===== config.mk =====
export PLATFORM = sky130hd
export DESIGN_NAME = pipeline_stall_ctrl_flat
export DESIGN_NICKNAME = d
export VERILOG_FILES = /design/src/rtl/pipeline_stall_ctrl_pkg.sv /design/src/rtl/pipeline_stall_ctrl_if.sv /design/src/rtl/pipeline_stall_ctrl_sat_counter.sv /design/src/rtl/pipeline_stall_ctrl.sv /design/src/flat_wrapper.sv
export SDC_FILE = /design/constraint.sdc
export NUM_CORES = 1
export LEC_CHECK = 0
export ABC_CLOCK_PERIOD_IN_PS = 4700
export CORE_MARGIN = 5
export CORE_UTILIZATION = 56
export CTS_CLUSTER_DIAMETER = 150
export DETAILED_ROUTE_END_ITERATION = 10
export MAX_ROUTING_LAYER = met4
export PLACE_DENSITY = 0.86
export SETUP_SLACK_MARGIN = 0.15
export SLEW_MARGIN = 20
export SYNTH_ARGS = -nofsm -noshare
export SYNTH_HDL_FRONTEND = slang
export SYNTH_SLANG_ARGS = --single-unit

===== constraint.sdc =====
create_clock -name clk -period 4.7 [get_ports clk]
set_clock_uncertainty 0.15 [all_clocks]
set_input_delay 0.94 -clock clk [delete_from_list [all_inputs] [get_ports clk]]
set_output_delay 0.94 -clock clk [all_outputs]
set_load 0.005 [all_outputs]

===== src/rtl/pipeline_stall_ctrl_pkg.sv =====
// Shared types and default sizing for the pipeline stall/flush sequencer.
package pipe_ctrl_pkg;

  typedef enum logic [1:0] {
    RUN    = 2'd0,
    HAZ    = 2'd1,
    FREEZE = 2'd2,
    ERR    = 2'd3
  } state_e;

  localparam int unsigned STALL_MAX_DEF = 64;
  localparam int unsigned CNT_W_DEF     = 32;

endpackage


===== src/rtl/pipeline_stall_ctrl_if.sv =====
// Stall requests into the sequencer and per-stage register controls out of it.
interface pipeline_stall_ctrl_if;

  logic stallJ;
  logic load_use;
  logic ICache_stall;
  logic DCache_stall;
  logic redirect;

  logic PC_en;
  logic IFID_en;
  logic IFID_flush;
  logic IDEX_en;
  logic IDEX_bubble;
  logic EXMEM_en;
  logic MEMWB_en;

  // Pipeline side: raises requests, consumes register controls.
  modport master (
    output stallJ, load_use, ICache_stall, DCache_stall, redirect,
    input  PC_en, IFID_en, IFID_flush, IDEX_en, IDEX_bubble, EXMEM_en, MEMWB_en
  );

  // Sequencer side.
  modport slave (
    input  stallJ, load_use, ICache_stall, DCache_stall, redirect,
    output PC_en, IFID_en, IFID_flush, IDEX_en, IDEX_bubble, EXMEM_en, MEMWB_en
  );

endinterface


===== src/rtl/pipeline_stall_ctrl_sat_counter.sv =====
// Saturating up-counter with synchronous active-low clear.
module sat_counter #(
  parameter int unsigned W = 32
) (
  input  logic         clk,
  input  logic         rst_n,
  input  logic         inc,
  output logic [W-1:0] q
);

  logic [W-1:0] q_q, q_d;

  // Next count: advance on inc, stick at all-ones.
  always_comb begin
    q_d = q_q;
    if (inc && (q_q != '1)) q_d = q_q + 1'b1;
  end

  // Count register.
  always_ff @(posedge clk) begin
    if (!rst_n) q_q <= '0;
    else        q_q <= q_d;
  end

  assign q = q_q;

endmodule


===== src/rtl/pipeline_stall_ctrl.sv =====
// Central stall/flush sequencer: merges hazard, cache-miss and redirect
// requests into PC / pipeline-register controls, with watchdog and counters.
module pipeline_stall_ctrl
  import pipe_ctrl_pkg::*;
#(
  parameter int unsigned STALL_MAX = STALL_MAX_DEF,
  parameter int unsigned CNT_W     = CNT_W_DEF
) (
  input  logic                 clk,
  input  logic                 rst_n,
  pipeline_stall_ctrl_if.slave ctrl,
  output logic                 hazard_timeout,
  output logic [CNT_W-1:0]     cnt_stall,
  output logic [CNT_W-1:0]     cnt_freeze,
  output logic [CNT_W-1:0]     cnt_flush
);

  localparam int unsigned HR_W = $clog2(STALL_MAX + 1);
  localparam logic [HR_W-1:0] HR_MAX = HR_W'(STALL_MAX);

  state_e          state_q, state_d;
  logic            redirect_pend_q, redirect_pend_d;
  logic [HR_W-1:0] haz_run_q, haz_run_d;

  logic freeze, hazard, flush, pend_eff;
  logic haz_stall, trip;

  // Pending redirect is ignored while reset is held so reset-cycle controls stay clean.
  assign pend_eff  = redirect_pend_q & rst_n;
  assign freeze    = ctrl.ICache_stall | ctrl.DCache_stall;
  assign hazard    = ctrl.stallJ | ctrl.load_use;
  assign flush     = ctrl.redirect | pend_eff;
  assign haz_stall = hazard & ~freeze;
  assign trip      = haz_stall & (haz_run_q >= HR_MAX - 1'b1);

  // State register.
  always_ff @(posedge clk) begin
    if (!rst_n) state_q <= RUN;
    else        state_q <= state_d;
  end

  // Next-state: ERR absorbs; otherwise the mode follows this cycle's requests.
  always_comb begin
    state_d = state_q;
    if (state_q == ERR || trip) state_d = ERR;
    else if (freeze)            state_d = FREEZE;
    else if (hazard)            state_d = HAZ;
    else                        state_d = RUN;
  end

  // Outputs: priority freeze > hazard > flush; state only affects the error flag.
  always_comb begin
    ctrl.PC_en       = 1'b1;
    ctrl.IFID_en     = 1'b1;
    ctrl.IFID_flush  = 1'b0;
    ctrl.IDEX_en     = 1'b1;
    ctrl.IDEX_bubble = 1'b0;
    ctrl.EXMEM_en    = 1'b1;
    ctrl.MEMWB_en    = 1'b1;
    hazard_timeout   = (state_q == ERR);
    if (freeze) begin
      ctrl.PC_en    = 1'b0;
      ctrl.IFID_en  = 1'b0;
      ctrl.IDEX_en  = 1'b0;
      ctrl.EXMEM_en = 1'b0;
      ctrl.MEMWB_en = 1'b0;
    end else if (hazard) begin
      ctrl.PC_en       = 1'b0;
      ctrl.IFID_en     = 1'b0;
      ctrl.IDEX_bubble = 1'b1;
    end else if (flush) begin
      ctrl.IFID_flush = 1'b1;
    end
  end

  // Redirect pending: captured during freeze, consumed by the first issued flush.
  always_comb begin
    redirect_pend_d = redirect_pend_q;
    if (freeze && ctrl.redirect)    redirect_pend_d = 1'b1;
    else if (!freeze && !hazard && flush) redirect_pend_d = 1'b0;
  end

  // Watchdog run length: clears without hazard, holds under freeze, saturates.
  always_comb begin
    haz_run_d = haz_run_q;
    if (!hazard)                            haz_run_d = '0;
    else if (!freeze && haz_run_q != HR_MAX) haz_run_d = haz_run_q + 1'b1;
  end

  // Redirect-pending and watchdog registers.
  always_ff @(posedge clk) begin
    if (!rst_n) begin
      redirect_pend_q <= 1'b0;
      haz_run_q       <= '0;
    end else begin
      redirect_pend_q <= redirect_pend_d;
      haz_run_q       <= haz_run_d;
    end
  end

  sat_counter #(.W(CNT_W)) u_cnt_stall (
    .clk   (clk),
    .rst_n (rst_n),
    .inc   (haz_stall),
    .q     (cnt_stall)
  );

  sat_counter #(.W(CNT_W)) u_cnt_freeze (
    .clk   (clk),
    .rst_n (rst_n),
    .inc   (freeze),
    .q     (cnt_freeze)
  );

  sat_counter #(.W(CNT_W)) u_cnt_flush (
    .clk   (clk),
    .rst_n (rst_n),
    .inc   (ctrl.IFID_flush),
    .q     (cnt_flush)
  );

endmodule


===== src/flat_wrapper.sv =====
// flat-port wrapper written by rule: the top's interface ports become plain ports
module pipeline_stall_ctrl_flat import pipe_ctrl_pkg::*;
#(
  parameter int unsigned STALL_MAX = STALL_MAX_DEF,
  parameter int unsigned CNT_W     = CNT_W_DEF
)
  (clk, rst_n, hazard_timeout, cnt_stall, cnt_freeze, cnt_flush, ctrl_stallJ, ctrl_load_use, ctrl_ICache_stall, ctrl_DCache_stall, ctrl_redirect, ctrl_PC_en, ctrl_IFID_en, ctrl_IFID_flush, ctrl_IDEX_en, ctrl_IDEX_bubble, ctrl_EXMEM_en, ctrl_MEMWB_en);
  pipeline_stall_ctrl_if ctrl_i ();
  input  logic clk;
  input  logic rst_n;
  output logic hazard_timeout;
  output logic [CNT_W-1:0] cnt_stall;
  output logic [CNT_W-1:0] cnt_freeze;
  output logic [CNT_W-1:0] cnt_flush;
  input wire logic [$bits(ctrl_i.stallJ)-1:0] ctrl_stallJ;
  input wire logic [$bits(ctrl_i.load_use)-1:0] ctrl_load_use;
  input wire logic [$bits(ctrl_i.ICache_stall)-1:0] ctrl_ICache_stall;
  input wire logic [$bits(ctrl_i.DCache_stall)-1:0] ctrl_DCache_stall;
  input wire logic [$bits(ctrl_i.redirect)-1:0] ctrl_redirect;
  output wire logic [$bits(ctrl_i.PC_en)-1:0] ctrl_PC_en;
  output wire logic [$bits(ctrl_i.IFID_en)-1:0] ctrl_IFID_en;
  output wire logic [$bits(ctrl_i.IFID_flush)-1:0] ctrl_IFID_flush;
  output wire logic [$bits(ctrl_i.IDEX_en)-1:0] ctrl_IDEX_en;
  output wire logic [$bits(ctrl_i.IDEX_bubble)-1:0] ctrl_IDEX_bubble;
  output wire logic [$bits(ctrl_i.EXMEM_en)-1:0] ctrl_EXMEM_en;
  output wire logic [$bits(ctrl_i.MEMWB_en)-1:0] ctrl_MEMWB_en;
  assign ctrl_i.stallJ = ctrl_stallJ;
  assign ctrl_i.load_use = ctrl_load_use;
  assign ctrl_i.ICache_stall = ctrl_ICache_stall;
  assign ctrl_i.DCache_stall = ctrl_DCache_stall;
  assign ctrl_i.redirect = ctrl_redirect;
  assign ctrl_PC_en = ctrl_i.PC_en;
  assign ctrl_IFID_en = ctrl_i.IFID_en;
  assign ctrl_IFID_flush = ctrl_i.IFID_flush;
  assign ctrl_IDEX_en = ctrl_i.IDEX_en;
  assign ctrl_IDEX_bubble = ctrl_i.IDEX_bubble;
  assign ctrl_EXMEM_en = ctrl_i.EXMEM_en;
  assign ctrl_MEMWB_en = ctrl_i.MEMWB_en;
  pipeline_stall_ctrl #(.STALL_MAX(STALL_MAX), .CNT_W(CNT_W)) u_core (.clk(clk), .rst_n(rst_n), .ctrl(ctrl_i), .hazard_timeout(hazard_timeout), .cnt_stall(cnt_stall), .cnt_freeze(cnt_freeze), .cnt_flush(cnt_flush));
endmodule

* Word level (Yosys, flattened, before mapping) *
Index checks and enable logic that the tools add are counted.
W data, S select, Z words.

storage, ports and cells
  register bits = 106
  bits of input ports = 7
  logic and storage cells = 48
  output and inout port bits = 104

cells by class
  equality and inequality tests = 5
  muxes and demuxes = 13
  order comparisons = 1
  add/sub/neg operators = 4
  reduce and logical (&&, ||, !) cells = 12
  bitwise gates (word level) = 7

operators by type and width
  operator                 count
  $add A32 B1 Y32 const B  3
  $ne A32 B32 Y1 const B   3
  $mux W1                  11
  $add A7 B1 Y7 const B    1
  $ge A7 B6 Y1 const B     1
  $logic_and A1 B1 Y1      7
  $ne A7 B7 Y1 const B     1
  $mux W2                  2
  $and A1 B1 Y1            3
  $or A1 B1 Y1             3
  $eq A2 B2 Y1 const B     1
  $logic_not A1 Y1         2
  $reduce_and A2 Y1        1
  $reduce_bool A2 Y1       1
  $logic_or A1 B1 Y1       1
  $not A1 Y1               1

* Longest topological paths before layout *
Gate-level depths: netlist of the first run.

  depth in word-level cells = 6
  mapped depth = 8
  mapped depth without buffers = 6

* By module *
A second synthesis of the first run with hierarchy kept.

second synthesis, totals
  cells, all modules = 667
  area total of the unflattened synthesis = 5649.2 um^2

modules (own cells, without submodules)
  module               area each (um^2)  times used  sequential area each (um^2)  cells an instance
  sat_counter          1704.1            3           640.6                        200
  pipeline_stall_ctrl  536.8             1           200.2                        67

* Worst setup path after synthesis of the first run *
Ideal clock, no wire load.

  kind = input to register
  from = input ctrl_load_use
  to = register u_core.u_cnt_flush.q_q[28], in the netlist u_core.u_cnt_flush.q[28]
  path slack = 1830 ps
  cell stages on the path = 7
  data required time = 4435 ps
  setup time = 115 ps
  data arrival time = 2606 ps
  path buffers = 2
  cell sequence = or4_4 buf_6 nor3_4 nand4_2 buf_4 o31a_1 o21a_1

between the ends
  word-level cells in the longest chain between the ends = 4

ends and longest elaborated chain
  element               line                                   RTL
  start, declared       flat_wrapper.sv:16                     input wire logic [$bits(ctrl_i.load_use)-1:0] ctrl_load_use;
  $or A1 B1 Y1          pipeline_stall_ctrl.sv:31              assign hazard = ctrl.stallJ | ctrl.load_use;
  $mux W1               pipeline_stall_ctrl.sv:67              end else if (hazard) begin
  $mux W1               pipeline_stall_ctrl.sv:61              if (freeze) begin
  $logic_and A1 B1 Y1   pipeline_stall_ctrl_sat_counter.sv:16  if (inc && (q_q != '1)) q_d = q_q + 1'b1;
  end signal, assigned  pipeline_stall_ctrl_sat_counter.sv:22  else q_q <= q_d;
  end, declared         pipeline_stall_ctrl_sat_counter.sv:11  logic [W-1:0] q_q, q_d;

No other way between the ends.
A chain may end at the register's enable or synchronous reset.

* Worst setup path in the final report of the first run *
  from = input ctrl_load_use
  to = output ctrl_IFID_flush

between the ends
  word-level cells in the longest chain between the ends = 3

ends and longest elaborated chain
  element        line                       RTL
  $or A1 B1 Y1   pipeline_stall_ctrl.sv:31
  $mux W1        pipeline_stall_ctrl.sv:67
  $mux W1        pipeline_stall_ctrl.sv:61
  end, declared  flat_wrapper.sv:22         output wire logic [$bits(ctrl_i.IFID_flush)-1:0] ctrl_IFID_flush;

No other way between the ends.

==> report_table.html, run 1 <==
<table>
<tr><th>Metric</th><th>Value</th></tr>
<tr><th colspan="2">Outcome</th></tr>
<tr><td>Result of the run</td><td>finished clean</td></tr>
<tr><th colspan="2">GRT</th></tr>
<tr><td>Wire length of the first global-routing pass</td><td>24700 um</td></tr>
<tr><td>Total congestion overflow after global routing</td><td>0</td></tr>
<tr><td>Number of antenna violations at the first check in global routing</td><td>0</td></tr>
<tr><td>Vias in the first global route</td><td>5334</td></tr>
<tr><td>Total global routing track utilization</td><td>0.259</td></tr>
<tr><td>Pin count of the biggest net entering global routing</td><td>62</td></tr>
<tr><th colspan="2">Finish</th></tr>
<tr><td>Commonest non-fill, non-tap cell in the layout</td><td>sky130_fd_sc_hd__clkdlybuf4s50_1</td></tr>
<tr><td>Final nets</td><td>773</td></tr>
<tr><td>Filler Cells Inserted</td><td>795</td></tr>
<tr><td>Antenna diodes</td><td>0</td></tr>
<tr><td>Design Area, Final</td><td>6850 sq um</td></tr>
<tr><td>Fraction of final layout cells with drive strength greater than 1</td><td>0.0510</td></tr>
<tr><td>Commonest non-fill, non-tap cells in the layout</td><td>sky130_fd_sc_hd__clkdlybuf4s50_1, sky130_fd_sc_hd__dfxtp_1, sky130_fd_sc_hd__nand2_1</td></tr>
<tr><td>Finished Core Util</td><td>0.704</td></tr>
<tr><td>Synthesis-to-layout area growth</td><td>23.4%</td></tr>
<tr><th colspan="2">Routing</th></tr>
<tr><td>Drc violations</td><td>0</td></tr>
<tr><td>Number of antenna-violating nets in the routed design</td><td>0</td></tr>
<tr><td>Total wire length</td><td>15000 um</td></tr>
<tr><td>Routed wirelength normalized by instance count</td><td>16.7 um</td></tr>
<tr><td>Routed via count divided by cell count</td><td>6.26</td></tr>
<tr><td>Total number of vias</td><td>5620</td></tr>
<tr><td>Iteration-0 DRC count of the detailed router</td><td>322</td></tr>
<tr><td>Number of detailed-route iterations in the first pass</td><td>5</td></tr>
<tr><th colspan="2">Setup path</th></tr>
<tr><td>Category of the most critical setup path</td><td>in -&gt; out</td></tr>
<tr><td>CP endpoint kind</td><td>primary output</td></tr>
<tr><td>Startpoint type of the worst setup path</td><td>input pin</td></tr>
<tr><td>CP max stage cell</td><td>sky130_fd_sc_hd__or4_4</td></tr>
<tr><td>Launching instance or port of the critical path</td><td>ctrl_load_use</td></tr>
<tr><td>Bufs and invs on worst path</td><td>2</td></tr>
<tr><td>Critical Path, Cell by Cell</td><td>clkdlybuf4s50_1 -&gt; or4_4 -&gt; nor2_4 -&gt; clkdlybuf4s50_1</td></tr>
<tr><td>Largest fanout of any net on the critical path</td><td>9</td></tr>
<tr><td>Endpoint arrival time on the critical path</td><td>2.79 ns</td></tr>
<tr><td>Kind of cell adding the most delay to the critical path</td><td>buffers and inverters</td></tr>
<tr><td>Crit Reg-Reg Startpoint</td><td>u_core.u_cnt_stall.q[18]$_SDFFE_PN0P_</td></tr>
<tr><td>Largest stage delay, worst path</td><td>0.63 ns</td></tr>
<tr><td>Required time of the worst setup path</td><td>3.61 ns</td></tr>
<tr><td>Most repeated library cell on the critical path</td><td>sky130_fd_sc_hd__clkdlybuf4s50_1</td></tr>
<tr><th colspan="2">Synthesis</th></tr>
<tr><td>Most used DFF post-synth</td><td>sky130_fd_sc_hd__dfxtp_1</td></tr>
<tr><td>Number of standard cells after synthesis</td><td>669</td></tr>
<tr><td>Warnings from Yosys</td><td>0</td></tr>
<tr><td>Mapped cell area</td><td>5550 sq um</td></tr>
<tr><td>Proportion of netlist area held by the largest area contributor</td><td>0.383</td></tr>
<tr><td>Average cell area after synthesis</td><td>8.29 sq um</td></tr>
<tr><td>Leading post-synthesis cells by cell area</td><td>sky130_fd_sc_hd__dfxtp_1, sky130_fd_sc_hd__a21oi_1, sky130_fd_sc_hd__nand2_1</td></tr>
<tr><td>Syn_nets</td><td>681</td></tr>
<tr><td>Number of synthesized register bits</td><td>106</td></tr>
<tr><td>EDFF count, synth</td><td>0</td></tr>
<tr><td>Share of async-settable or async-resettable flops after synthesis</td><td>0</td></tr>
<tr><td>Synth unique cells</td><td>60</td></tr>
<tr><td>Area leader, netlist</td><td>sky130_fd_sc_hd__dfxtp_1</td></tr>
<tr><td>Fraction of the yosys area taken by sequential cells</td><td>0.383</td></tr>
<tr><th colspan="2">Job</th></tr>
<tr><td>Number of max-capacitance violations reported</td><td>0</td></tr>
<tr><th colspan="2">Power and ir drop</th></tr>
<tr><td>Pint</td><td>1190 uW</td></tr>
<tr><td>Switching part of the total</td><td>0.233</td></tr>
<tr><td>Leakage power of the design</td><td>0.00211 uW</td></tr>
<tr><td>Sequential share of power</td><td>0.589</td></tr>
<tr><td>Post-route total power</td><td>1550 uW</td></tr>
<tr><td>Pwr/cell area</td><td>226 nW/um^2</td></tr>
<tr><td>Combinational Power Share</td><td>0.046</td></tr>
<tr><td>Clock share of power</td><td>0.365</td></tr>
<tr><td>Net load switching power</td><td>360 uW</td></tr>
<tr><td>Maximum vdd drop</td><td>0.000168 V</td></tr>
<tr><th colspan="2">Timing</th></tr>
<tr><td>Maximum operating frequency</td><td>0.258 GHz</td></tr>
<tr><td>Final setup vio count</td><td>0</td></tr>
<tr><td>Slew Viols, Final</td><td>0</td></tr>
<tr><td>Slew margin rel.</td><td>0.259</td></tr>
<tr><td>Fin Setup TNS</td><td>0 ns</td></tr>
<tr><td>Hold violation total from the final report</td><td>0</td></tr>
<tr><td>Fin crit share</td><td>0.825</td></tr>
<tr><td>Transition time at the pin with the least slew margin</td><td>1.10 ns</td></tr>
<tr><td>Setup repair after global routing missed its margin</td><td>false</td></tr>
<tr><td>Final worst path period need</td><td>3.88 ns</td></tr>
<tr><th colspan="2">Place</th></tr>
<tr><td>Port Buffers</td><td>110</td></tr>
<tr><td>Dpl cell area</td><td>6650 sq um</td></tr>
<tr><td>Routability-driven placement congestion ratio</td><td>0.878</td></tr>
<tr><td>Placed wire-length estimate after detailed placement</td><td>10600 um</td></tr>
<tr><th colspan="2">Clock tree</th></tr>
<tr><td>Hold bufs inserted after CTS</td><td>0</td></tr>
<tr><td>Post-cts sizing count</td><td>0</td></tr>
<tr><td>Cell at the root of the clock tree</td><td>sky130_fd_sc_hd__clkbuf_8</td></tr>
<tr><td>Number of H-tree levels</td><td>3</td></tr>
<tr><td>Maximum root-to-sink buffer count</td><td>2</td></tr>
<tr><td>TritonCTS clock tree</td><td>yes</td></tr>
<tr><td>Number of buffers inserted to repair setup after CTS</td><td>0</td></tr>
<tr><td>Source-to-sink clock delay at the later pin of the worst-skew pair</td><td>0.37 ns</td></tr>
<tr><td># clock sinks</td><td>106</td></tr>
<tr><td>Number of buffers created by CTS</td><td>9</td></tr>
<tr><td>Reg clk slew, reported paths</td><td>0.09 ns</td></tr>
<tr><th colspan="2">Floorplanning</th></tr>
<tr><td>Row count</td><td>36</td></tr>
<tr><td>Starting Density</td><td>0.570</td></tr>
<tr><td>Overall die area</td><td>12000 sq um</td></tr>
<tr><td>Horizontal extent of the die</td><td>110 um</td></tr>
<tr><td>Placeable core region</td><td>9730 sq um</td></tr>
<tr><td>I/O pin count</td><td>111</td></tr>
<tr><td>Height of the die</td><td>110 um</td></tr>
<tr><th colspan="2">Hold path</th></tr>
<tr><td>Hold Startpoint</td><td>u_core.state_q[1]$_SDFF_PN0_</td></tr>
<tr><td>Type of the tightest min-delay check</td><td>reg -&gt; reg</td></tr>
</table>
worst paths after layout:
kind	cells after the start	slack, ns	to
setup / recovery	4	0.82	ctrl_IFID_flush
hold / removal	2	0.32	u_core.state_q[0]$_SDFF_PN0_
setup reg to reg	5	1.66	u_core.u_cnt_stall.q[3]$_SDFFE_PN0P_
hold reg to reg	2	0.32	u_core.state_q[0]$_SDFF_PN0_
area by class of cell:
type                    count  area [sq um]  area share
well taps                 133           166      0.0243
clock inverters             5          55.1     0.00804
inverters                  18          67.6     0.00987
clock buffers              10           138      0.0201
flip-flops and latches    106          2120       0.310
multi-input cells         512          3170       0.462
repair buffers            114          1130       0.165
synth_stat cells (all sizes together), types with 9 or more instances:
master and count:
xor2 11, mux2i 12, o21ai 31, dfxtp 106, buf 16, and4 9
nor4 17, nand3 36, and3 10, clkbuf 17, inv 17, nor2 55
xnor2 13, nand2b 12, o31ai 25, or4 28, a21oi 57, nand4 37
nor3 11, nand2 64, or3 26
worst reg2reg max path: stages (launching register included):
cell	delay [ns]
sky130_fd_sc_hd__dfxtp_1	0.45
sky130_fd_sc_hd__nand4_1	0.26
sky130_fd_sc_hd__or4_1	0.78
sky130_fd_sc_hd__nor3_1	0.96
sky130_fd_sc_hd__or4_1	0.22
sky130_fd_sc_hd__a21oi_1	0.06
cells by family (layout without fill, tap and decap cells):
kind of cell / after synthesis / after routing / synth area share
and+or+nand+nor: 314 / 314 / 0.319
AOI/OAI and AO/OA: 157 / 157 / 0.181
DFF: 106 / 106 / 0.383
buffers and inverters: 51 / 147 / 0.0467
xor gates and xnor gates: 24 / 24 / 0.0379
muxes: 12 / 12 / 0.0217
adders and majority gates: 5 / 5 / 0.0113
power by group through the flow:
stage	Clock [uW]	Sequential [uW]	Combinational [uW]
floorplan	0	931	42.5
global placement	0	932	68.3
detailed placement	0	933	70.3
CTS	569	912	70.8
global route	612	914	77.3
finish	565	912	70.4
sequential cells by signal, summed over array words and instances, names as in the netlist:
register	count
u_core.state_q	2
u_core.haz_run_q	7
u_core.u_cnt_stall.q	32
u_core.u_cnt_flush.q	32
u_core.redirect_pend_q	1
u_core.u_cnt_freeze.q	32
metrics by stage:
stage	worst slack (ns)	instances	hold slack, ns
CTS	0.820	898	0.325
detailed placement	0.824	883	0.312
global placement	0.858	883	0.303
global route	0.750	898	0.375
floorplan	1.83	669	0.294
finish	0.822	898	0.322
metal layers:
metal,up-vias,share of wire,global-route usage
met5,-,0,-
met4,0,0.018,0.102
met3,26,0.066,0.0482
met2,212,0.48,0.419
met1,2673,0.44,0.321
li1,2709,-,-
No activity file was read; power rests on OpenSTA's default activity.
==> run 2: changes to the inputs <==
--- a/config.mk
+++ b/config.mk
@@ -5,13 +5,13 @@
 export SDC_FILE = /design/constraint.sdc
 export NUM_CORES = 1
 export LEC_CHECK = 0
-export ABC_CLOCK_PERIOD_IN_PS = 4700
+export ABC_CLOCK_PERIOD_IN_PS = 3340
 export CORE_MARGIN = 5
-export CORE_UTILIZATION = 56
+export CORE_UTILIZATION = 47
 export CTS_CLUSTER_DIAMETER = 150
 export DETAILED_ROUTE_END_ITERATION = 10
 export MAX_ROUTING_LAYER = met4
-export PLACE_DENSITY = 0.86
+export PLACE_DENSITY = 0.77
 export SETUP_SLACK_MARGIN = 0.15
 export SLEW_MARGIN = 20
 export SYNTH_ARGS = -nofsm -noshare
==> constraint.sdc (replaced) <==
create_clock -name clk -period 3.34 [get_ports clk]
set_clock_uncertainty 0.15 [all_clocks]
set_input_delay 0.668 -clock clk [delete_from_list [all_inputs] [get_ports clk]]
set_output_delay 0.668 -clock clk [all_outputs]
set_load 0.005 [all_outputs]
==> run 2 against run 1 <==
Net effect: final cell count is 2.2% higher; critical path depth did not move; combinational power grew 48%; non-clock buffer count up 9; clock-buffer cell count up 1; via count is 0.27% lower; largest cell class unchanged; largest power group unchanged.
==> report_table.html, run 2 (synthesis results as in run 1) <==
<table>
<tr><th>Metric</th><th>Value</th></tr>
<tr><th colspan="2">Floorplanning</th></tr>
<tr><td>Height of the die</td><td>119 um</td></tr>
<tr><td>I/O pin count</td><td>111</td></tr>
<tr><td>Starting Density</td><td>0.482</td></tr>
<tr><td>Horizontal extent of the die</td><td>119 um</td></tr>
<tr><td>Overall die area</td><td>14100 sq um</td></tr>
<tr><td>Row count</td><td>39</td></tr>
<tr><td>Placeable core region</td><td>11500 sq um</td></tr>
<tr><th colspan="2">Finish</th></tr>
<tr><td>Final nets</td><td>782</td></tr>
<tr><td>Fraction of final layout cells with drive strength greater than 1</td><td>0.0619</td></tr>
<tr><td>Commonest non-fill, non-tap cells in the layout</td><td>sky130_fd_sc_hd__clkdlybuf4s50_1, sky130_fd_sc_hd__dfxtp_1, sky130_fd_sc_hd__nand2_1</td></tr>
<tr><td>Filler Cells Inserted</td><td>1026</td></tr>
<tr><td>Commonest non-fill, non-tap cell in the layout</td><td>sky130_fd_sc_hd__clkdlybuf4s50_1</td></tr>
<tr><td>Synthesis-to-layout area growth</td><td>26.8%</td></tr>
<tr><td>Finished Core Util</td><td>0.610</td></tr>
<tr><td>Design Area, Final</td><td>7030 sq um</td></tr>
<tr><td>Antenna diodes</td><td>0</td></tr>
<tr><td>Area of combinational cells with multiple inputs</td><td>3170 sq um</td></tr>
<tr><td>Sequential cell area</td><td>2120 sq um</td></tr>
<tr><th colspan="2">Routing</th></tr>
<tr><td>Iteration-0 DRC count of the detailed router</td><td>560</td></tr>
<tr><td>Routed wirelength normalized by instance count</td><td>16.6 um</td></tr>
<tr><td>Total number of vias</td><td>5605</td></tr>
<tr><td>Number of detailed-route iterations in the first pass</td><td>5</td></tr>
<tr><td>Routed via count divided by cell count</td><td>6.11</td></tr>
<tr><td>Total wire length</td><td>15200 um</td></tr>
<tr><td>Drc violations</td><td>0</td></tr>
<tr><td>Number of antenna-violating nets in the routed design</td><td>0</td></tr>
<tr><th colspan="2">Clock tree</th></tr>
<tr><td>Maximum root-to-sink buffer count</td><td>2</td></tr>
<tr><td>Source-to-sink clock delay at the later pin of the worst-skew pair</td><td>0.35 ns</td></tr>
<tr><td>TritonCTS clock tree</td><td>yes</td></tr>
<tr><td># clock sinks</td><td>106</td></tr>
<tr><td>Hold bufs inserted after CTS</td><td>0</td></tr>
<tr><td>Number of buffers created by CTS</td><td>9</td></tr>
<tr><td>Cell at the root of the clock tree</td><td>sky130_fd_sc_hd__clkbuf_16</td></tr>
<tr><td>Number of H-tree levels</td><td>3</td></tr>
<tr><td>Reg clk slew, reported paths</td><td>0.07 ns</td></tr>
<tr><th colspan="2">Place</th></tr>
<tr><td>Dpl cell area</td><td>6730 sq um</td></tr>
<tr><td>Routability-driven placement congestion ratio</td><td>0.914</td></tr>
<tr><td>Placed wire-length estimate after detailed placement</td><td>10800 um</td></tr>
<tr><td>Port Buffers</td><td>110</td></tr>
<tr><td>Worst Setup Slack post-DPL</td><td>0.0293 ns</td></tr>
<tr><th colspan="2">Power and ir drop</th></tr>
<tr><td>Pwr/cell area</td><td>347 nW/um^2</td></tr>
<tr><td>Post-route total power</td><td>2440 uW</td></tr>
<tr><td>Leakage power of the design</td><td>0.00222 uW</td></tr>
<tr><td>Maximum vdd drop</td><td>0.000173 V</td></tr>
<tr><th colspan="2">Timing</th></tr>
<tr><td>Hold violation total from the final report</td><td>0</td></tr>
<tr><td>Slew Viols, Final</td><td>0</td></tr>
<tr><td>Final setup vio count</td><td>0</td></tr>
<tr><td>Fin crit share</td><td>0.929</td></tr>
<tr><td>Slew margin rel.</td><td>0.360</td></tr>
<tr><td>Transition time at the pin with the least slew margin</td><td>0.951 ns</td></tr>
<tr><td>Fin Setup TNS</td><td>0 ns</td></tr>
<tr><td>Setup repair after global routing missed its margin</td><td>false</td></tr>
<tr><td>PnR worst setup slack</td><td>0.236 ns</td></tr>
<tr><td>Maximum operating frequency</td><td>0.322 GHz</td></tr>
<tr><td>Final worst path period need</td><td>3.10 ns</td></tr>
<tr><th colspan="2">Setup path</th></tr>
<tr><td>Required time of the worst setup path</td><td>2.52 ns</td></tr>
<tr><td>CP endpoint kind</td><td>primary output</td></tr>
<tr><td>Worst setup slack for register-to-register paths</td><td>0.54 ns</td></tr>
<tr><td>Largest fanout of any net on the critical path</td><td>3</td></tr>
<tr><td>Startpoint type of the worst setup path</td><td>input pin</td></tr>
<tr><td>Endpoint arrival time on the critical path</td><td>2.29 ns</td></tr>
<tr><td>Category of the most critical setup path</td><td>in -&gt; out</td></tr>
<tr><th colspan="2">Hold path</th></tr>
<tr><td>Type of the tightest min-delay check</td><td>reg -&gt; reg</td></tr>
<tr><th colspan="2">GRT</th></tr>
<tr><td>Vias in the first global route</td><td>5285</td></tr>
<tr><td>Number of antenna violations at the first check in global routing</td><td>0</td></tr>
<tr><td>Wire length of the first global-routing pass</td><td>25300 um</td></tr>
<tr><td>Pin count of the biggest net entering global routing</td><td>56</td></tr>
<tr><td>Total congestion overflow after global routing</td><td>0</td></tr>
<tr><td>Total global routing track utilization</td><td>0.218</td></tr>
<tr><th colspan="2">Outcome</th></tr>
<tr><td>Result of the run</td><td>finished clean</td></tr>
<tr><th colspan="2">Job</th></tr>
<tr><td>Number of max-capacitance violations reported</td><td>0</td></tr>
</table>
run 2: final timing paths:
check                                        start                                     to  cells past startpoint
min reg2reg           u_core.state_q[1]$_SDFF_PN0_           u_core.state_q[0]$_SDFF_PN0_                      2
max                              ctrl_DCache_stall                             ctrl_PC_en                      4
max reg2reg  u_core.u_cnt_stall.q[18]$_SDFFE_PN0P_  u_core.u_cnt_stall.q[18]$_SDFFE_PN0P_                      5
min                   u_core.state_q[1]$_SDFF_PN0_           u_core.state_q[0]$_SDFF_PN0_                      2
run 2: repair_timing:
action,in CTS,in global routing
hold endpoints to repair,0,0
resized for setup,0,1
pin swaps,1,1
setup endpoints to repair,1,1
buffers inserted,1,0
run 2: area by class of cell:
cell class,count,share of cell area
Sequential cell,106,0.302
Inverter,18,0.00961
Clock inverter,5,0.00783
Timing Repair Buffer,123,0.172
Clock buffer,11,0.0331
Multi-Input combinational cell,512,0.450
Tap cell,143,0.0254
run 2: critical path: stages:
cell,delay [ns]
sky130_fd_sc_hd__clkdlybuf4s50_1,0.42
sky130_fd_sc_hd__or4_4,0.60
sky130_fd_sc_hd__inv_1,0.09
sky130_fd_sc_hd__clkdlybuf4s50_1,0.50
run 2: per-stage QoR:
stage                     std cells  hold WS [ns]
after floorplan                 669         0.294
after CTS                       918         0.323
after global routing            918         0.341
after detailed placement        901         0.313
final                           918         0.322
after global placement          901         0.303
run 2: power breakdown:
group | switching (uW) | internal (uW) | total, uW
clock network | 469 | 579 | 1050
logic | 61.9 | 42.1 | 104
registers | 12.9 | 1270 | 1280
run 2: routing by layer:
metal | global-route usage | vias to the layer above | part of all wire
li1 | - | 2714 | -
met1 | 0.263 | 2663 | 0.44
met2 | 0.351 | 211 | 0.47
met3 | 0.0611 | 17 | 0.071
met4 | 0.0775 | 0 | 0.015
met5 | - | - | 0
==> run 3: changes to the inputs <==
--- a/config.mk
+++ b/config.mk
@@ -6,14 +6,13 @@
 export NUM_CORES = 1
 export LEC_CHECK = 0
 export ABC_CLOCK_PERIOD_IN_PS = 3340
-export CORE_MARGIN = 5
 export CORE_UTILIZATION = 47
 export CTS_CLUSTER_DIAMETER = 150
 export DETAILED_ROUTE_END_ITERATION = 10
+export GPL_TIMING_DRIVEN = 0
 export MAX_ROUTING_LAYER = met4
 export PLACE_DENSITY = 0.77
 export SETUP_SLACK_MARGIN = 0.15
-export SLEW_MARGIN = 20
 export SYNTH_ARGS = -nofsm -noshare
 export SYNTH_HDL_FRONTEND = slang
 export SYNTH_SLANG_ARGS = --single-unit
==> run 3 against run 2 <==
Net effect: clock-buffer cell count down 1; critical path depth up 1; maximum frequency down 0.51%; worst setup slack worse by 0.016 ns; clock power up 9%; critical endpoint is now ctrl_IFID_en.
==> report_table.html, run 3 (synthesis results as in run 1) <==
<table>
<tr><th>Metric</th><th>Value</th></tr>
<tr><th colspan="2">Outcome</th></tr>
<tr><td>Result of the run</td><td>finished clean</td></tr>
<tr><th colspan="2">Timing</th></tr>
<tr><td>Final worst path period need</td><td>3.12 ns</td></tr>
<tr><td>Hold violation total from the final report</td><td>0</td></tr>
<tr><td>Slew margin rel.</td><td>0.360</td></tr>
<tr><td>Maximum operating frequency</td><td>0.321 GHz</td></tr>
<tr><td>Fin crit share</td><td>0.934</td></tr>
<tr><td>Setup repair after global routing missed its margin</td><td>false</td></tr>
<tr><td>Transition time at the pin with the least slew margin</td><td>0.952 ns</td></tr>
<tr><td>Slew Viols, Final</td><td>0</td></tr>
<tr><td>Fin Setup TNS</td><td>0 ns</td></tr>
<tr><td>Final setup vio count</td><td>0</td></tr>
<tr><th colspan="2">Setup path</th></tr>
<tr><td>Endpoint arrival time on the critical path</td><td>2.30 ns</td></tr>
<tr><td>Bufs and invs on worst path</td><td>4</td></tr>
<tr><td>Most repeated library cell on the critical path</td><td>sky130_fd_sc_hd__clkdlybuf4s50_1</td></tr>
<tr><td>Largest fanout of any net on the critical path</td><td>4</td></tr>
<tr><td>CP endpoint kind</td><td>primary output</td></tr>
<tr><td>Category of the most critical setup path</td><td>in -&gt; out</td></tr>
<tr><td>Crit Reg-Reg Startpoint</td><td>u_core.u_cnt_flush.q[0]$_SDFFE_PN0P_</td></tr>
<tr><td>Launching instance or port of the critical path</td><td>ctrl_ICache_stall</td></tr>
<tr><td>Startpoint type of the worst setup path</td><td>input pin</td></tr>
<tr><td>CP max stage cell</td><td>sky130_fd_sc_hd__or4_4</td></tr>
<tr><td>Critical Path, Cell by Cell</td><td>clkdlybuf4s50_1 -&gt; or4_4 -&gt; buf_6 -&gt; inv_1 -&gt; clkdlybuf4s50_1</td></tr>
<tr><td>Required time of the worst setup path</td><td>2.52 ns</td></tr>
<tr><td>Kind of cell adding the most delay to the critical path</td><td>buffers and inverters</td></tr>
<tr><td>Largest stage delay, worst path</td><td>0.50 ns</td></tr>
<tr><th colspan="2">Power and ir drop</th></tr>
<tr><td>Sequential share of power</td><td>0.505</td></tr>
<tr><td>Pwr/cell area</td><td>355 nW/um^2</td></tr>
<tr><td>Clock share of power</td><td>0.450</td></tr>
<tr><td>Pint</td><td>1990 uW</td></tr>
<tr><td>Combinational Power Share</td><td>0.045</td></tr>
<tr><td>Post-route total power</td><td>2540 uW</td></tr>
<tr><td>Leakage power of the design</td><td>0.00231 uW</td></tr>
<tr><td>Maximum vdd drop</td><td>0.000224 V</td></tr>
<tr><td>Switching part of the total</td><td>0.218</td></tr>
<tr><td>Net load switching power</td><td>553 uW</td></tr>
<tr><th colspan="2">Clock tree</th></tr>
<tr><td>Source-to-sink clock delay at the later pin of the worst-skew pair</td><td>0.34 ns</td></tr>
<tr><td># clock sinks</td><td>106</td></tr>
<tr><td>Number of H-tree levels</td><td>3</td></tr>
<tr><td>Maximum root-to-sink buffer count</td><td>2</td></tr>
<tr><td>Hold bufs inserted after CTS</td><td>0</td></tr>
<tr><td>TritonCTS clock tree</td><td>yes</td></tr>
<tr><td>Cell at the root of the clock tree</td><td>sky130_fd_sc_hd__clkbuf_16</td></tr>
<tr><td>Number of buffers created by CTS</td><td>9</td></tr>
<tr><td>Reg clk slew, reported paths</td><td>0.07 ns</td></tr>
<tr><th colspan="2">GRT</th></tr>
<tr><td>Vias in the first global route</td><td>5153</td></tr>
<tr><td>Number of antenna violations at the first check in global routing</td><td>0</td></tr>
<tr><td>Wire length of the first global-routing pass</td><td>25600 um</td></tr>
<tr><td>Total global routing track utilization</td><td>0.260</td></tr>
<tr><td>Pin count of the biggest net entering global routing</td><td>17</td></tr>
<tr><td>Total congestion overflow after global routing</td><td>0</td></tr>
<tr><th colspan="2">Finish</th></tr>
<tr><td>Final nets</td><td>804</td></tr>
<tr><td>Area of combinational cells with multiple inputs</td><td>3170 sq um</td></tr>
<tr><td>Commonest non-fill, non-tap cells in the layout</td><td>sky130_fd_sc_hd__clkdlybuf4s50_1, sky130_fd_sc_hd__dfxtp_1, sky130_fd_sc_hd__nand2_1</td></tr>
<tr><td>Synthesis-to-layout area growth</td><td>29.2%</td></tr>
<tr><td>Finished Core Util</td><td>0.625</td></tr>
<tr><td>Fraction of final layout cells with drive strength greater than 1</td><td>0.0715</td></tr>
<tr><td>Antenna diodes</td><td>0</td></tr>
<tr><td>Post-route non-filler standard cell count</td><td>940</td></tr>
<tr><td>Sequential cell area</td><td>2120 sq um</td></tr>
<tr><td>Filler Cells Inserted</td><td>980</td></tr>
<tr><th colspan="2">Floorplanning</th></tr>
<tr><td>Horizontal extent of the die</td><td>111 um</td></tr>
<tr><td>Placeable core region</td><td>11500 sq um</td></tr>
<tr><td>Starting Density</td><td>0.484</td></tr>
<tr><td>Overall die area</td><td>12200 sq um</td></tr>
<tr><td>I/O pin count</td><td>111</td></tr>
<tr><td>Height of the die</td><td>111 um</td></tr>
<tr><td>Row count</td><td>39</td></tr>
<tr><th colspan="2">Routing</th></tr>
<tr><td>Detailed-routing wirelength on met1</td><td>7090 um</td></tr>
<tr><td>Number of antenna-violating nets in the routed design</td><td>0</td></tr>
<tr><td>Drc violations</td><td>0</td></tr>
<tr><td>Total wire length</td><td>15900 um</td></tr>
<tr><td>Routed length on met2</td><td>7610 um</td></tr>
<tr><td>Iteration-0 DRC count of the detailed router</td><td>462</td></tr>
<tr><td>Highest Signal Layer</td><td>met4</td></tr>
<tr><td>Routed via count divided by cell count</td><td>6.17</td></tr>
<tr><td>Routed wirelength normalized by instance count</td><td>16.9 um</td></tr>
<tr><td>Met3 wire len</td><td>983 um</td></tr>
<tr><td>Number of detailed-route iterations in the first pass</td><td>5</td></tr>
<tr><td>Total number of vias</td><td>5799</td></tr>
<tr><th colspan="2">Place</th></tr>
<tr><td>Port Buffers</td><td>110</td></tr>
<tr><td>Routability-driven placement congestion ratio</td><td>0.902</td></tr>
<tr><td>Placed wire-length estimate after detailed placement</td><td>11400 um</td></tr>
<tr><td>Count of placed standard cells including taps</td><td>922</td></tr>
<tr><th colspan="2">Job</th></tr>
<tr><td>Number of max-capacitance violations reported</td><td>0</td></tr>
<tr><th colspan="2">Hold path</th></tr>
<tr><td>Type of the tightest min-delay check</td><td>reg -&gt; reg</td></tr>
<tr><td>Hold Startpoint</td><td>u_core.state_q[1]$_SDFF_PN0_</td></tr>
</table>
[run 3: tightest hold or removal path: stages (launching register included)]
cell and delay [ns]:
sky130_fd_sc_hd__dfxtp_1 0.30, sky130_fd_sc_hd__nand2_1 0.07, sky130_fd_sc_hd__a21oi_1 0.06
[run 3: layout make-up]
cell class	count	area share
inverter	18	0.00960
multi-input combinational	512	0.443
clock buffer	10	0.0333
tap	143	0.0250
buffer	33	0.0267
sequential	106	0.296
timing repair buffer	112	0.156
clock inverter	6	0.0112
[run 3: layer usage]
layer | GRT usage | vias up
li1 | - | 2768
met1 | 0.337 | 2763
met2 | 0.413 | 248
met3 | 0.0395 | 20
met4 | 0.0880 | 0
met5 | - | -
[run 3: stage by stage]
| stage | hold slack, ns | instance area [sq um] | setup slack (ns) |
|---|---|---|---|
| floorplan | 0.294 | 5550 | 0.742 |
| global placement | 0.304 | 6830 | -0.0880 |
| detailed placement | 0.314 | 6830 | -0.110 |
| CTS | 0.323 | 7160 | 0.0978 |
| global route | 0.364 | 7170 | 0.156 |
| finish | 0.322 | 7170 | 0.220 |
[run 3: timing repair]
item	in CTS	in global routing
pin swaps	2	0
resized for setup	4	4
endpoints found under the setup margin	4	3
setup buffers	2	0
[run 3: worst paths after layout]
path | depth (start not counted) | endpoint | slack [ns]
max | 5 | ctrl_IFID_en | 0.22
min | 2 | u_core.state_q[0]$_SDFF_PN0_ | 0.32
max reg2reg | 8 | u_core.u_cnt_flush.q[29]$_SDFFE_PN0P_ | 0.71
min reg2reg | 2 | u_core.state_q[0]$_SDFF_PN0_ | 0.32
[run 3: power by group through the flow]
stage | combinational (uW) | clock (uW) | sequential (uW)
4_1_cts | 113 | 1150 | 1280
2_1_floorplan | 59.8 | 0 | 1310
3_5_place_dp | 113 | 0 | 1310
5_1_grt | 124 | 1200 | 1280
6_report | 114 | 1140 | 1280
3_3_place_gp | 111 | 0 | 1310
==> RTL change 1, RTL diff (config.mk and constraints of run 3) <==
Encoding of `state_e`: now Gray code (2 bits for 4 states).
--- a/src/rtl/pipeline_stall_ctrl_pkg.sv
+++ b/src/rtl/pipeline_stall_ctrl_pkg.sv
@@ -2,10 +2,10 @@
 package pipe_ctrl_pkg;
 
   typedef enum logic [1:0] {
-    RUN    = 2'd0,
-    HAZ    = 2'd1,
-    FREEZE = 2'd2,
-    ERR    = 2'd3
+    RUN    = 2'b00,
+    HAZ    = 2'b01,
+    FREEZE = 2'b11,
+    ERR    = 2'b10
   } state_e;
 
   localparam int unsigned STALL_MAX_DEF = 64;
Function: same outputs for any inputs over 10 cycles, from zero or initial values and one cycle with rst_n low; not proved beyond that.
==> RTL change 1 against run 3 <==
Area after synthesis decreased by 1.8%; via count down 1.6%; power increased by 0.29%; setup slack better by 47 ps; die area down 1.8%; wire length fell by 2.4%; final area shrank 1.4%; sequential cell count unchanged; hold slack improved by 22 ps; count of clock-buffer cells in the layout is 2 higher; combinational power decreased by 4%; synthesized cell count fell by 0.30%; largest cell class unchanged.
==> RTL change 1: results <==
cts:
  clkTransAtPathRegs_ps: 70
  clock_tree.buffer_depth: 2
  cts_root_buffer: "clkbuf_16"
final_layout:
  fillCellCount: 977
  finish.net_count: 801
  drive_gt1_frac: 0.0579
timing:
  timing.fmax_mhz: 325
  worstMarginPinSlew_ps: 955
place:
  place_area_um2: 6720
  gp_congestion: 0.930
  post-place-ws_ps: -340
  portBuffers: 110
  dp_hpwl_mm: 11.3
routing:
  drt-met1-wl_mm: 6.75
  vias: 5705
  wl_mm: 15.5
  drt_iter0_markers: 424
  routed_via_density: 6.10
  wl_met2_mm: 7.54
  wl_met3_um: 977
global_routing:
  grt_pass1_wl_mm: 25.6
  grt_pass1_vias: 5288
  grt_use_total: 0.280
  antenna_found_initial: 1
critical_path:
  worstPathArrival_ps: 2250
  r2r_cells: 6
  r2r_start: "u_core.u_cnt_stall.q[20]$_SDFFE_PN0P_"
  reg2reg_to: "u_core.u_cnt_stall.q[1]$_SDFFE_PN0P_"
  rrSetupSlack_ps: 600
  worstPathMaxFanout: 7
  startpoint: "ctrl_DCache_stall"
  crit_path_end: "ctrl_IDEX_bubble"
yosys:
  synthTopCellsByArea: "dfxtp_1 (39%), a21oi_1 (6.3%), or4_1 (5.4%)"
  synthArstFlopShare: 0
  syn_nets: 679
  synth-seq-area-share: 0.390
  synth_cell_types: 58
  synth_cells: 667
  synthTopCellsByCount: "dfxtp_1 (106), a21oi_1 (69), nand2_1 (57), or4_1 (39), nand4_1 (37)"
power:
  peakVddDrop_mv: 0.325
  power.leakage_nw: 2.12
outcome:
  status: "finished clean"
[RTL change 1: cell types whose count changed after synthesis, sizes merged, moves of 4 or more]
cell,before,now
a21oi,57,69
inv,17,21
xor2,11,6
nand2,64,57
nor3,11,15
or2,5,9
clkbuf,17,23
nor2,55,37
o31ai,25,33
or4,28,39
buf,16,10
[RTL change 1: worst min path at each step]
| stage | slack [ps] | start | cells after the start | to |
|---|---|---|---|---|
| 2_1_floorplan | 310 | u_core.haz_run_q[6]$_SDFFE_PN0P_ | 2 | u_core.haz_run_q[6]$_SDFFE_PN0P_ |
| 3_3_place_gp | 330 | u_core.u_cnt_stall.q[23]$_SDFFE_PN0P_ | 2 | u_core.u_cnt_stall.q[23]$_SDFFE_PN0P_ |
| 4_1_cts | 350 | u_core.u_cnt_stall.q[23]$_SDFFE_PN0P_ | 2 | u_core.u_cnt_stall.q[23]$_SDFFE_PN0P_ |
| 3_5_place_dp | 340 | u_core.u_cnt_stall.q[23]$_SDFFE_PN0P_ | 2 | u_core.u_cnt_stall.q[23]$_SDFFE_PN0P_ |
| 6_report | 340 | u_core.u_cnt_stall.q[23]$_SDFFE_PN0P_ | 2 | u_core.u_cnt_stall.q[23]$_SDFFE_PN0P_ |
| 5_1_grt | 380 | u_core.u_cnt_flush.q[5]$_SDFFE_PN0P_ | 2 | u_core.u_cnt_flush.q[5]$_SDFFE_PN0P_ |
[RTL change 1: layout make-up]
class / count / area (µm²) / area share
Tap cell: 140 / 175 / 0.0248
Multi-Input combinational cell: 506 / 3100 / 0.438
Sequential cell: 106 / 2120 / 0.300
Clock buffer: 12 / 246 / 0.0349
Inverter: 22 / 82.6 / 0.0117
Clock inverter: 4 / 73.8 / 0.0104
Timing Repair Buffer: 111 / 1110 / 0.157
Buffer: 33 / 160 / 0.0227
Antenna cell: 1 / 2.50 / 0.000354
[RTL change 1: routing by layer]
layer / global-route usage / vias up
met4: 0.0676 / 0
li1: - / 2764
met2: 0.455 / 198
met1: 0.348 / 2711
met3: 0.0705 / 32
met5: - / -
[RTL change 1: kinds of logic after synthesis]
family	Yosys count	share of synthesized area
and+or+nand+nor	312	0.328
AOI/OAI and AO/OA	157	0.173
DFF	106	0.390
buffers and inverters	55	0.0427
xor gates and xnor gates	17	0.0273
muxes	15	0.0276
adders and majority gates	5	0.0115
[RTL change 1: worst max-delay path, cell delays in order]
cell and delay (ps):
dlygate4sd2_1 290, or2_1 240, clkbuf_4 180, nor2_1 300, clkdlybuf4s50_1 570
[RTL change 1: where the power goes]
group          internal [mW]  switching (mW)
Clock                  0.680           0.479
Sequential              1.27         0.00973
Combinational         0.0435          0.0651
[RTL change 1: what timing repair did]
item	in CTS	in global routing
gates resized for setup	7	2
setup endpoints to repair	17	1
endpoints found under the hold margin	0	0
hold buffers	0	0
buffers inserted	1	0
pin swaps	2	1
==> RTL change 2, RTL diff (config.mk and constraints of run 3) <==
Without the edit above. Change the package constant `STALL_MAX_DEF` from 64 to 128.
--- a/src/rtl/pipeline_stall_ctrl_pkg.sv
+++ b/src/rtl/pipeline_stall_ctrl_pkg.sv
@@ -8,7 +8,7 @@
     ERR    = 2'd3
   } state_e;
 
-  localparam int unsigned STALL_MAX_DEF = 64;
+  localparam int unsigned STALL_MAX_DEF = 128;
   localparam int unsigned CNT_W_DEF     = 32;
 
 endpackage
Formal check against the unedited RTL: same outputs for any inputs over 10 cycles, from zero or initial values and one cycle with rst_n low; that may be too few to reach the edited logic, so the function may still have changed.
==> RTL change 2 against run 3 <==
Highest routed layer unchanged; final cell count fell by 1.8%; setup slack improved by 34 ps; first-iteration DRC count fell by 21%; final area fell by 2.5%; via count shrank 3.0%; area after synthesis is 2.8% lower; sequential cell count rose by 1; die area shrank 2.7%; power down 5.2%; combinational power fell by 11%; critical path depth up 2; largest cell class unchanged; wire length shrank 7.0%.
==> RTL change 2: results <==
critical_path:
  startpoint: "ctrl_DCache_stall"
  slowest_stage: "clkdlybuf4s50_1"
  r2r_start: "u_core.u_cnt_stall.q[15]$_SDFFE_PN0P_"
  worstPathMaxFanout: 10
  cp_num_buf_inv: 5
  worstPathArrival_ps: 2270
  rrSetupSlack_ps: 370
global_routing:
  grt_max_degree: 18
  antenna_found_initial: 0
  grt_pass1_wl_mm: 24.3
  grt_pass1_vias: 5270
  grt_use_total: 0.261
cts:
  numCtsBuffers: 9
  cts_root_buffer: "clkbuf_16"
  h-tree-depth: 3
yosys:
  synthTopCellsByCount: "dfxtp_1 (107), a21oi_1 (56), nor2_1 (54), nand2_1 (51), nand4_1 (35)"
  synth_cell_types: 45
  yosysWarnings: 0
  synthTopCellsByArea: "dfxtp_1 (40%), a21oi_1 (5.2%), nand4_1 (4.1%)"
  synth-seq-area-share: 0.397
  syn_nets: 669
  synthArstFlopShare: 0
  syn_avg_cell_area_um2: 8.21
worst_hold_path:
  hp-class: "register to register"
  hold_start: "u_core.u_cnt_stall.q[22]$_SDFFE_PN0P_"
timing:
  max_slew_margin: 0.213
  holdWs_ps: 358
  hold_viol: 0
  fin_crit_sh: 0.924
final_layout:
  drive_gt1_frac: 0.0511
  antenna_cells: 0
  finish.net_count: 790
place:
  post-place-ws_ps: -833
  dp_hpwl_mm: 10.9
  place_area_um2: 6670
  dpl.cell_count: 907
  portBuffers: 110
  gp_congestion: 0.921
routing:
  vias: 5624
  routed_via_density: 6.09
  drt_iter0_markers: 366
  wl_mm: 14.8
  drt_pass1_iterations: 4
outcome:
  status: "finished clean"
power:
  power.leakage_nw: 2.11
  peakVddDrop_mv: 0.240
  switchingPower_mw: 0.555
RTL change 2: timing repair:
| action | CTS | global route |
|---|---|---|
| setup buffers | 1 | 0 |
| gates resized for setup | 15 | 3 |
| pin swaps | 1 | 1 |
| endpoints found under the setup margin | 16 | 10 |
RTL change 2: kinds of logic after synthesis:
logic type / count (synthesis) / share of synthesized area
and+or+nand+nor: 303 / 0.310
xor gates and xnor gates: 30 / 0.0487
DFF: 107 / 0.397
adders and majority gates: 5 / 0.0116
buffers and inverters: 48 / 0.0378
muxes: 11 / 0.0204
AOI/OAI and AO/OA: 153 / 0.175
RTL change 2: layout make-up:
class	count	area, µm²
well taps	140	175
repair buffers	111	1110
fillers	977	4040
multi-input cells	502	3070
clock inverters	5	35.0
inverters	14	55.1
plain buffers	33	158
clock buffers	11	243
flip-flops and latches	107	2140
RTL change 2: layer usage:
layer  global-route usage  share of wire
met1                0.325           0.44
met2                0.429           0.49
met3               0.0359          0.055
met4               0.0965          0.017
met5                    -              0
RTL change 2: power groups by stage:
stage | registers [mW] | clock network (mW) | logic (mW)
finish | 1.29 | 1.02 | 0.102
CTS | 1.29 | 1.03 | 0.102
global route | 1.29 | 1.08 | 0.110
detailed placement | 1.32 | 0 | 0.0988
floorplan | 1.32 | 0 | 0.0515
global placement | 1.32 | 0 | 0.0963
RTL change 2: path summary, 6_finish.rpt:
path,endpoint,cells after the start
max reg2reg,u_core.u_cnt_stall.q[29]$_SDFFE_PN0P_,7
min,u_core.u_cnt_stall.q[22]$_SDFFE_PN0P_,2
min reg2reg,u_core.u_cnt_stall.q[22]$_SDFFE_PN0P_,2
max,ctrl_IDEX_bubble,7
RTL change 2: worst min-delay path, cell delays in order (launching register included):
cell and delay, ps:
dfxtp_1 340, o31ai_1 70, a21oi_1 60
